==> src/rtl/rps_pkg.sv <==
// Shared encodings for the rock-paper-scissors judge and match controller.
package rps_pkg;

  localparam logic [1:0] SCORE_TIE = 2'b00;
  localparam logic [1:0] SCORE_A   = 2'b01;
  localparam logic [1:0] SCORE_B   = 2'b10;
  localparam logic [1:0] SCORE_BAD = 2'b11;

  typedef enum logic [1:0] {
    ST_IDLE = 2'b00,
    ST_PLAY = 2'b01,
    ST_DONE = 2'b10
  } state_t;

  localparam logic [1:0] WIN_NONE = 2'b00;
  localparam logic [1:0] WIN_A    = 2'b01;
  localparam logic [1:0] WIN_B    = 2'b10;

endpackage

==> src/rtl/rps_sat_counter.sv <==
// Saturating up-counter with synchronous clear; clear beats increment.
module rps_sat_counter #(
  parameter int W = 4
) (
  input  logic         clk,
  input  logic         reset,
  input  logic         clr,
  input  logic         inc,
  output logic [W-1:0] q
);

  always_ff @(posedge clk) begin
    if (reset) begin
      q <= '0;
    end else if (clr) begin
      q <= '0;
    end else if (inc && (q != {W{1'b1}})) begin
      q <= q + W'(1);
    end
  end

endmodule

==> src/rtl/rps_match_ctrl.sv <==
// Match controller: tallies judged rounds and declares a match winner at WINS_TO_MATCH.
module rps_match_ctrl
  import rps_pkg::*;
#(
  parameter int WINS_TO_MATCH = 3,
  parameter int CNT_W         = 3,
  parameter int TIE_W         = 4,
  parameter int RND_W         = 5
) (
  input  logic             clk,
  input  logic             reset,
  input  logic             new_match,
  input  logic             round_valid,
  input  logic [1:0]       score,
  output logic             round_ready,
  output logic [CNT_W-1:0] wins_a,
  output logic [CNT_W-1:0] wins_b,
  output logic [TIE_W-1:0] ties,
  output logic [RND_W-1:0] rounds,
  output logic             match_over,
  output logic [1:0]       winner,
  output logic             bad_round
);

  localparam logic [CNT_W:0] WIN_LAST = (CNT_W+1)'(WINS_TO_MATCH - 1);

  state_t     state, state_nxt;
  logic [1:0] winner_nxt;
  logic       bad_nxt;
  logic       take, inc_a, inc_b, inc_t, inc_r, final_a, final_b;

  // A strobe counts only in PLAY and only when no restart arrives alongside it.
  assign take    = (state == ST_PLAY) && round_valid && !new_match;
  assign inc_a   = take && (score == SCORE_A);
  assign inc_b   = take && (score == SCORE_B);
  assign inc_t   = take && (score == SCORE_TIE);
  assign inc_r   = take && (score != SCORE_BAD);
  assign final_a = inc_a && ({1'b0, wins_a} == WIN_LAST);
  assign final_b = inc_b && ({1'b0, wins_b} == WIN_LAST);

  always_comb begin
    state_nxt  = state;
    winner_nxt = winner;
    bad_nxt    = 1'b0;
    if (new_match) begin
      state_nxt  = ST_PLAY;
      winner_nxt = WIN_NONE;
    end else if (state == ST_PLAY) begin
      bad_nxt = round_valid && (score == SCORE_BAD);
      if (final_a) begin
        state_nxt  = ST_DONE;
        winner_nxt = WIN_A;
      end else if (final_b) begin
        state_nxt  = ST_DONE;
        winner_nxt = WIN_B;
      end
    end
  end

  always_ff @(posedge clk) begin
    if (reset) begin
      state     <= ST_IDLE;
      winner    <= WIN_NONE;
      bad_round <= 1'b0;
    end else begin
      state     <= state_nxt;
      winner    <= winner_nxt;
      bad_round <= bad_nxt;
    end
  end

  assign round_ready = (state == ST_PLAY);
  assign match_over  = (state == ST_DONE);

  rps_sat_counter #(.W(CNT_W)) u_wins_a (
    .clk(clk), .reset(reset), .clr(new_match), .inc(inc_a), .q(wins_a));
  rps_sat_counter #(.W(CNT_W)) u_wins_b (
    .clk(clk), .reset(reset), .clr(new_match), .inc(inc_b), .q(wins_b));
  rps_sat_counter #(.W(TIE_W)) u_ties (
    .clk(clk), .reset(reset), .clr(new_match), .inc(inc_t), .q(ties));
  rps_sat_counter #(.W(RND_W)) u_rounds (
    .clk(clk), .reset(reset), .clr(new_match), .inc(inc_r), .q(rounds));

endmodule

==> config.mk <==
export PLATFORM = sky130hd
export DESIGN_NAME = rps_match_ctrl
export DESIGN_NICKNAME = d
export VERILOG_FILES = /design/src/rtl/rps_pkg.sv /design/src/rtl/rps_sat_counter.sv /design/src/rtl/rps_match_ctrl.sv
export SDC_FILE = /design/constraint.sdc
export NUM_CORES = 1
export LEC_CHECK = 0
export BUFFER_PORTS_ARGS = -buffer_cell sky130_fd_sc_hd__buf_2
export CORE_ASPECT_RATIO = 0.75
export CORE_MARGIN = 2
export CORE_UTILIZATION = 30
export CTS_CLUSTER_DIAMETER = 80
export DETAILED_ROUTE_END_ITERATION = 10
export SYNTH_ARGS = -nofsm -noshare
export SYNTH_HDL_FRONTEND = slang
export SYNTH_SLANG_ARGS = --single-unit
==> constraint.sdc <==
create_clock -name clk -period 2.36 [get_ports clk]
set_clock_uncertainty 0.2 [all_clocks]
set_input_delay 0.118 -clock clk [delete_from_list [all_inputs] [get_ports clk]]
set_output_delay 0.118 -clock clk [all_outputs]
set_load 0.01 [all_outputs]
# --- Word-level counts from Yosys, hierarchy flattened ---
# Index checks and enable logic that the tools add are counted.
word_totals:
  register_bits: 20
  output_inout_bits: 20
  inputBits: 6
  word_cells: 52
classes:
  n_mux: 5
  add_sub_neg: 4
  n_eq_ne: 12
  reduce_logical: 22
  n_bitwise: 1
ops:
  columns: ["cell", "n"]
  rows:
  - ["1-bit logical AND", 13]
  - ["3-bit by 1-bit adder with 3-bit output (second input constant)", 2]
  - ["2-bit == test (second input constant)", 3]
  - ["3-bit by 2-bit == test with 1-bit output (second input constant)", 2]
  - ["2-bit two-way mux", 3]
  - ["3-bit inequality test (second input constant)", 2]
  - ["5-bit by 1-bit adder with 5-bit output (second input constant)", 1]
  - ["5-bit inequality test (second input constant)", 1]
  - ["4-bit by 1-bit adder with 4-bit output (second input constant)", 1]
  - ["2-bit by 1-bit == test with 1-bit output (second input constant)", 2]
  - ["4-bit inequality test (second input constant)", 1]
  - ["2-bit AND reduction", 2]
  - ["2-bit nonzero test", 2]
  - ["3-bit nonzero test", 1]
  - ["3-bit OR reduction", 1]
  - ["2-bit logical NOT", 1]
  - ["1-bit two-way mux", 2]
  - ["2-bit inequality test (second input constant)", 1]
  - ["2-bit OR reduction", 1]
  - ["1-bit logical NOT", 1]
  - ["1-bit inverter", 1]

# --- Logic depth before layout (Yosys ltp) ---
# Gate-level depths: netlist (run 1).
logic_depth:
  word_depth: 9
  ltp_mapped: 6

# --- Modules after synthesis ---
# A second synthesis (run 1) with hierarchy kept.
unflattened:
  hier_cells: 99
  hier_area_um2: 989.7
modules_own_cells:
  columns: ["module", "seq_area_each_um2", "area_each_um2", "cells_each", "instances"]
  rows:
  - ["rps_sat_counter at u_wins_a ...", 60.1, 142.6, 12, 2]
  - ["rps_match_ctrl", 100.1, 276.5, 27, 1]
  - ["rps_sat_counter at u_rounds", 100.1, 239.0, 26, 1]
  - ["rps_sat_counter at u_ties", 80.1, 188.9, 22, 1]

# --- Worst setup path after synthesis (run 1) ---
# No wires, ideal clock.
synth_path:
  kind: "register to register"
  start: "register u_rounds.q[0]"
  end: "register u_rounds.q[3]"
  t_arrival_ns: 1.693
  t_required_ns: 2.090
  path_slack_ns: 0.397
  path_stages_with_launch: 7
  n_path_buf: 0
  cell_sequence: "dfxtp_1 ha_1 and3_1 ha_1 a21o_1 or4_1 a21oi_1"
synth_via:
  elab_chain_len: 2
  word_cells_on_any_way: 3
  cone_classes: "add/sub: 1; eq/ne: 1; reduce/logical: 1"
synth_lines:
  columns: ["element", "line_no", "text"]
  rows:
  - ["from (decl)", "rps_sat_counter.sv:9", "output logic [W-1:0] q"]
  - ["from (signal assigned)", "rps_sat_counter.sv:18", "q <= q + W'(1);"]
  - ["parallel branches: the longest is 2 deep, another holds 5-bit by 1-bit adder with 5-bit output", null, null]
# Parallel ways; which one is timed is not known.
# A chain may end at the register's enable or synchronous reset.

# --- Worst setup path in the final report (run 1) ---
layout_path:
  start: "register u_wins_b.q[0]"
  end: "register state[0]"
layout_via:
  elab_chain_len: 4
layout_lines:
  columns: ["element", "line_no", "text"]
  rows:
  - ["from (decl)", "rps_sat_counter.sv:9", null]
  - ["from (signal assigned)", "rps_sat_counter.sv:18", null]
  - ["3-bit by 2-bit == test with 1-bit output", "rps_match_ctrl.sv:39", "assign final_b = inc_b && ({1'b0, wins_b} == WIN_LAST);"]
  - ["1-bit logical AND", "rps_match_ctrl.sv:39", null]
  - ["3-bit nonzero test (no source line)", null, null]
  - ["2-bit AND reduction (no source line)", null, null]
  - ["to (signal assigned)", "rps_match_ctrl.sv:66", "state <= state_nxt;"]
  - ["to (decl)", "rps_match_ctrl.sv:27", "state_t state, state_nxt;"]
# Every way passes these cells.

==> results of run 1 <==
[cells in the final DEF, fill, tap and decap left out, types with 2 or more instances in the layout]
cell,count
sky130_fd_sc_hd__mux2i_1,2
sky130_fd_sc_hd__nand2_1,5
sky130_fd_sc_hd__inv_1,6
sky130_fd_sc_hd__nor2b_1,4
sky130_fd_sc_hd__dfxtp_1,20
sky130_fd_sc_hd__o21ai_0,6
sky130_fd_sc_hd__ha_1,9
sky130_fd_sc_hd__buf_2,25
sky130_fd_sc_hd__or4_1,3
sky130_fd_sc_hd__a211oi_1,3
sky130_fd_sc_hd__clkbuf_8,3
sky130_fd_sc_hd__o31ai_1,4
sky130_fd_sc_hd__and3_1,6
sky130_fd_sc_hd__o21a_1,2
sky130_fd_sc_hd__dlygate4sd3_1,2
sky130_fd_sc_hd__nor2_1,2
sky130_fd_sc_hd__a21oi_1,11
sky130_fd_sc_hd__a31oi_1,4
sky130_fd_sc_hd__nand3_1,5
[how the worst max path moves through the flow]
stage,depth (start not counted),start,to,slack [ns]
detailed placement,6,u_rounds.q[0],u_rounds.q[3],0.35
global placement,6,u_rounds.q[0],u_rounds.q[3],0.39
global route,6,u_wins_b.q[0],state[0],0.003
finish,6,u_wins_b.q[0],state[0],0.1
floorplan,6,u_rounds.q[0],u_rounds.q[3],0.40
CTS,6,u_wins_b.q[0],state[0],0.1
[final cells by class]
type,count,area share (%)
Sequential cell,20,31.5
Multi-Input combinational cell,84,47.5
Inverter,6,1.77
Clock buffer,3,3.25
Timing Repair Buffer,28,12.0
Tap cell,40,3.94
[logic make-up (layout without fill, tap and decap cells)]
logic type / after synthesis / in the layout / synth area share, %
AND/OR/NAND/NOR: 39 / 39 / 24.3
flip-flops: 20 / 20 / 37.9
adder cells (fa/ha/maj): 9 / 9 / 10.7
buffers and inverters: 12 / 37 / 5.45
multiplexers: 2 / 2 / 1.90
AO/OA/AOI/OAI: 34 / 34 / 19.8
[registers in the layout (all words and copies together) (netlist names)]
name / flops
u_rounds.q: 5
u_ties.q: 4
u_wins_a.q: 3
u_wins_b.q: 3
state: 2
winner: 2
bad_round: 1
[per-stage QoR]
| step | power, µW | hold WS [ns] | setup slack, ns |
|---|---|---|---|
| final | 615 | 0.0813 | 0.0998 |
| after detailed placement | 399 | 0.149 | 0.350 |
| after global routing | 647 | 0.0835 | 0.00296 |
| after floorplan | 385 | 0.0221 | 0.397 |
| after CTS | 620 | 0.0685 | 0.0999 |
| after global placement | 397 | 0.141 | 0.394 |
[cell usage after synthesis, drive strengths merged, types with 2 or more instances]
cell,n
inv,6
buf,3
nor2b,4
a211oi,3
mux2i,2
nand4bb,2
a31oi,4
clkbuf,3
and3,6
or2,2
dfxtp,20
nand2,5
o21a,2
nand3,5
o31ai,4
o21ai,6
nor2,2
ha,9
or4,3
a21oi,12
[metal layers]
| metal | wire length (µm) | track usage (%) |
|---|---|---|
| met5 | 0 | 0 |
| met4 | 10 | 3.70 |
| met1 | 1190 | 17.8 |
| met2 | 997 | 17.2 |
| met3 | 91 | 2.74 |
[timing repair]
action / CTS / global route
setup endpoints to repair: 0 / 1
endpoints found under the hold margin: 1 / 0
hold buffers: 2 / 0
gates resized for setup: 0 / 1
[power by group through the flow]
| stage | sequential (µW) | combinational (µW) | clock [µW] |
|---|---|---|---|
| 2_1_floorplan | 351 | 34.7 | 0 |
| 3_3_place_gp | 350 | 46.7 | 0 |
| 3_5_place_dp | 351 | 48.1 | 0 |
| 4_1_cts | 343 | 51.5 | 226 |
| 5_1_grt | 343 | 57.9 | 246 |
| 6_report | 343 | 52.0 | 220 |
[worst register-to-register path, delay by kind of cell, from the launching register on]
kind / cells / cell delay, ns
buffers and inverters: 2 / 0.64
AND/OR/NAND/NOR: 1 / 0.49
flip-flops: 1 / 0.34
AO/OA/AOI/OAI: 2 / 0.34
adder cells (fa/ha/maj): 1 / 0.15
==> results.sh, run 1 <==
export IMPL_peakVddDrop_mv=0.215
export IMPL_maximum_number_of_pins_on_one_net_before_global_route_repair=15
export IMPL_number_of_antenna_violations_at_the_first_check_in_global_routing=0
export IMPL_finish_cell_count_without_fillers=181
export IMPL_ys_async_sr_fraction_pct=0
export IMPL_synth_top_flop_cell="sky130_fd_sc_hd__dfxtp_1"
export IMPL_post_route_cells_drive_above_1_share_pct=24.8
export IMPL_r2r_end="state[0]"
export IMPL_yosysTopAreaCell="sky130_fd_sc_hd__dfxtp_1"
export IMPL_fin_crit_sh_pct=95.8
export IMPL_synth_warnings=0
export IMPL_clockPowerShare_pct=35.7
export IMPL_clk_insertion_delay_late_ns=0.25
export IMPL_whs_endpoint="state[1]"
export IMPL_tightestPinTransition_ns=0.502
export IMPL_synth_enable_flop_cells=0
export IMPL_critical_path_cell_chain="inv_1, ha_1, or4bb_1, a21oi_2, o22ai_1, dlygate4sd3_1"
export IMPL_grt_total_usage_pct=12.0
export IMPL_timing_worst_setup_path_type="flop to flop"
export IMPL_dieArea_um2=4020
export IMPL_die_w_um=72.5
export IMPL_slowest_stage="sky130_fd_sc_hd__dlygate4sd3_1"
export IMPL_power_density_cell_area_nw_per_um2=484
export IMPL_power_share_sequential_pct=55.8
export IMPL_worstRegToRegCells=6
export IMPL_final_fill_count=348
export IMPL_pin_count=26
export IMPL_critical_path_max_stage_delay_ns=0.56
export IMPL_synth_ff_latch_count=20
export IMPL_route_detailed_vias_per_inst=5.23
export IMPL_route_detailed_drc=0
export IMPL_critical_path_sink_type="flop"
export IMPL_worstSetupStartpointType="flop"
export IMPL_cts_tree="yes"
export IMPL_placed_cells_incl_taps=176
export IMPL_gr_total_overflow=0
export IMPL_final_period_minus_worst_setup_slack_ns=2.26
export IMPL_timing_hold_worst_path_depth=3
export IMPL_numPortBuffers=25
export IMPL_globalplace_congestion=0.792
export IMPL_final_core_utilization_pct=38.1
export IMPL_cts_repair_timing_setup_buffer_count=0
export IMPL_drt_pre_antenna_iters=4
export IMPL_run_status="completed"
export IMPL_synth_area_top_cells="sky130_fd_sc_hd__dfxtp_1 (38%), sky130_fd_sc_hd__ha_1 (11%), sky130_fd_sc_hd__a21oi_1 (5.2%)"
export IMPL_syn_area_um2=1060
export IMPL_cts_reportedPaths_clkPinSlew_ns=0.07
export IMPL_cts_inserted_buffers=3
export IMPL_ctsHtreeMaxLevel=1
export IMPL_grt_pass1_wl_mm=3.84
export IMPL_tritoncts_num_sinks=20
export IMPL_p_switching_uw=141
export IMPL_dp_hpwl_mm=1.69
export IMPL_syn_mean_instance_area_um2=9.10
export IMPL_max_cap_violations=0
export IMPL_multi_input_comb_area_um2=603
export IMPL_cp_required_ns=2.30
export IMPL_crit_buf_inv=2
export IMPL_power_leakage_uw=0.000549
export IMPL_finalHoldViolations=0
export IMPL_vias=947
export IMPL_timing_critical_path_max_delay_family="buffers and inverters"
export IMPL_final_stage_net_count=158
export IMPL_internal_power_uw=474
export IMPL_wire_per_inst_um=12.6
export IMPL_clock_tree_buffer_depth=2
export IMPL_place_area_um2=1200
export IMPL_cts_root_cell="sky130_fd_sc_hd__clkbuf_8"
export IMPL_worst_path_max_fanout=4
export IMPL_achievable_freq_mhz=442
export IMPL_timing_rr_start="u_wins_b.q[0]"
export IMPL_final_setup_viol_count=0
export IMPL_seq_area_frac_synth_pct=37.9
export IMPL_routed_wl_mm=2.29
export IMPL_final_cell_area_um2=1270
export IMPL_setup_total_negative_slack_ns=0
export IMPL_slew_limit_headroom_pct=66.4
export IMPL_grt_pass1_vias=839
export IMPL_number_of_different_library_cells_in_the_post_synthesis_netlist=37
export IMPL_die_height_um=55.4
export IMPL_rows=18
export IMPL_drt_first_iter_violations=26
export IMPL_worst_hold_path_type="input port to flop"
export IMPL_rsz0062_at_grt="false"
export IMPL_sequential_cell_area_um2=400
export IMPL_worst_hold_startpoint="new_match"
export IMPL_antenna_cells_inserted=0
export IMPL_share_comb_of_total_power_pct=8.5
export IMPL_area_growth_syn_to_layout_pct=20.3
export IMPL_start_util_pct=31.7
export IMPL_power_switching_share_pct=22.9
export IMPL_area_of_the_core_region_um2=3330
export IMPL_slew_viol_final=0
export IMPL_post_syn_nets=131
export IMPL_antenna_violating_nets_post_route=0
export IMPL_synth_top_area_share_pct=37.9
export IMPL_r2r_slack_ns=0.1
export IMPL_critical_path_arrival_ns=2.20
export IMPL_syn_instance_count=116
Power figures use the tool's default switching activity.
==> inputs of run 2 (changes only) <==
==> constraint.sdc (replaced) <==
create_clock -name clk -period 2.4 [get_ports clk]
set_clock_uncertainty 0.2 [all_clocks]
set_input_delay 0.12 -clock clk [delete_from_list [all_inputs] [get_ports clk]]
set_output_delay 0.12 -clock clk [all_outputs]
set_load 0.01 [all_outputs]
==> run 2 against run 1 <==
Compared with the run above:
- sequential power down 2%
- final cell count is 0.55% higher
- combinational power is 3% lower
- sequential share of layout area decreased by 0.61 points
- hold slack worse by 0.026 ns
- non-clock buffer count unchanged
- setup slack gained 0.068 ns
- critical path depth unchanged
- largest cell class unchanged
- largest power group is now the clock network
- highest routed layer unchanged
==> results.sh, run 2 (synthesized netlist as in run 1, its figures left out) <==
export IMPL_power_density_cell_area_nw_per_um2=563
export IMPL_preCtsSetupSlack_ns=0.372
export IMPL_cts_resized=0
export IMPL_final_core_utilization_pct=38.9
export IMPL_pin_count=26
export IMPL_power_leakage_uw=0.000563
export IMPL_routed_wl_mm=2.35
export IMPL_fin_worst_hold_slack_ns=0.0556
export IMPL_largest_register_ffs=5
export IMPL_worst_path_max_fanout=4
export IMPL_vias=977
export IMPL_rows=18
export IMPL_topRoutingLayerUsed="met4"
export IMPL_die_w_um=72.5
export IMPL_slew_limit_headroom_pct=67.3
export IMPL_route_detailed_drc=0
export IMPL_dr_wl_met2_mm=1.05
export IMPL_number_of_antenna_violations_at_the_first_check_in_global_routing=0
export IMPL_clk_insertion_delay_late_ns=0.27
export IMPL_grt_total_usage_pct=12.9
export IMPL_run_status="completed"
export IMPL_critical_path_max_stage_delay_ns=0.55
export IMPL_met3_wirelength_um=130
export IMPL_final_setup_viol_count=0
export IMPL_cts_repair_timing_setup_buffer_count=0
export IMPL_dieArea_um2=4020
export IMPL_numPortBuffers=25
export IMPL_cp_required_ns=2.36
export IMPL_achievable_freq_mhz=448
export IMPL_rsz0062_at_grt="false"
export IMPL_drt_pre_antenna_iters=4
export IMPL_die_height_um=55.4
export IMPL_critical_path_sink_type="flop"
export IMPL_final_stage_net_count=158
export IMPL_start_util_pct=31.7
export IMPL_globalplace_congestion=0.794
export IMPL_worst_hold_path_type="input port to flop"
export IMPL_critical_path_cell_chain="inv_1, ha_1, or4bb_1, a21oi_2, o22ai_1, dlygate4sd3_1"
export IMPL_worstSetupStartpointType="flop"
export IMPL_slowest_stage="sky130_fd_sc_hd__dlygate4sd3_1"
export IMPL_critical_path_arrival_ns=2.19
export IMPL_setup_total_negative_slack_ns=0
export IMPL_area_growth_syn_to_layout_pct=22.6
export IMPL_dp_hpwl_mm=1.65
export IMPL_cts_tree="yes"
export IMPL_postLayoutSetupSlackWorst_ns=0.168
export IMPL_final_period_minus_worst_setup_slack_ns=2.23
export IMPL_drt_first_iter_violations=51
export IMPL_cts_hold_repair_buffers=2
export IMPL_gr_total_overflow=0
export IMPL_fin_crit_sh_pct=93.0
export IMPL_cts_inserted_buffers=3
export IMPL_layout_cells_most_common_list="sky130_fd_sc_hd__buf_2 (25), sky130_fd_sc_hd__dfxtp_1 (20), sky130_fd_sc_hd__a21oi_1 (11)"
export IMPL_ctsHtreeMaxLevel=1
export IMPL_finalHoldViolations=0
export IMPL_most_common_cell_after_layout_fill_and_taps_aside="sky130_fd_sc_hd__buf_2"
export IMPL_peakVddDrop_mv=0.360
export IMPL_route_detailed_vias_per_inst=5.37
export IMPL_cts_reportedPaths_clkPinSlew_ns=0.08
export IMPL_antenna_cells_inserted=0
export IMPL_area_of_the_core_region_um2=3330
export IMPL_grt_pass1_vias=880
export IMPL_slew_viol_final=0
export IMPL_maximum_number_of_pins_on_one_net_before_global_route_repair=15
export IMPL_max_cap_violations=0
export IMPL_tritoncts_num_sinks=20
export IMPL_top_register="u_rounds.q"
export IMPL_timing_worst_setup_path_type="flop to flop"
export IMPL_met1Wirelength_mm=1.16
export IMPL_post_route_cells_drive_above_1_share_pct=24.6
export IMPL_tightestPinTransition_ns=0.488
export IMPL_clock_tree_buffer_depth=2
export IMPL_wire_per_inst_um=12.9
export IMPL_cts_root_cell="sky130_fd_sc_hd__clkbuf_8"
export IMPL_largest_registers="u_rounds.q: 5 flops, u_ties.q: 4 flops"
export IMPL_antenna_violating_nets_post_route=0
export IMPL_grt_pass1_wl_mm=4.14
[run 2: where the power goes]
part | internal, µW | leakage (µW) | switching, µW | total, µW
clock network | 223 | 0.0000357 | 118 | 341
registers | 334 | 0.000161 | 3.17 | 337
logic | 20.0 | 0.000366 | 30.6 | 50.6
total | 577 | 0.000563 | 152 | 729
[run 2: stage by stage]
stage / cell area [µm²] / power [µW] / instances
3_5_place_dp: 1200 / 392 / 176
3_3_place_gp: 1200 / 390 / 176
2_1_floorplan: 1060 / 379 / 116
5_1_grt: 1290 / 765 / 182
4_1_cts: 1290 / 739 / 182
6_report: 1290 / 729 / 182
[run 2: final timing paths]
check	startpoint	to	slack, ns	depth (start not counted)
min reg2reg	winner[0]	winner[0]	0.26	1
max	u_wins_b.q[0]	state[0]	0.17	6
min	round_valid	bad_round	0.06	3
max reg2reg	u_wins_b.q[0]	state[0]	0.17	6
[run 2: layout make-up]
type / instances / area, µm²
sequential: 20 / 400
tap: 40 / 50.0
clock inverter: 1 / 30.0
fill: 349 / 2040
inverter: 6 / 22.5
timing repair buffer: 28 / 153
clock buffer: 3 / 41.3
multi-input combinational: 84 / 598
[run 2: worst max-delay path: cells and delay by family (launching register included)]
family / cells / cell delay [ns]
buffers and inverters: 2 / 0.63
DFF: 1 / 0.33
and+or+nand+nor: 1 / 0.49
adders and majority gates: 1 / 0.15
AOI/OAI and AO/OA: 2 / 0.33
[run 2: metal layers]
layer,global-route usage (%),vias to the layer above
li1,-,484
met1,18.1,470
met2,18.5,21
met3,4.56,2
met4,3.70,0
met5,0,-
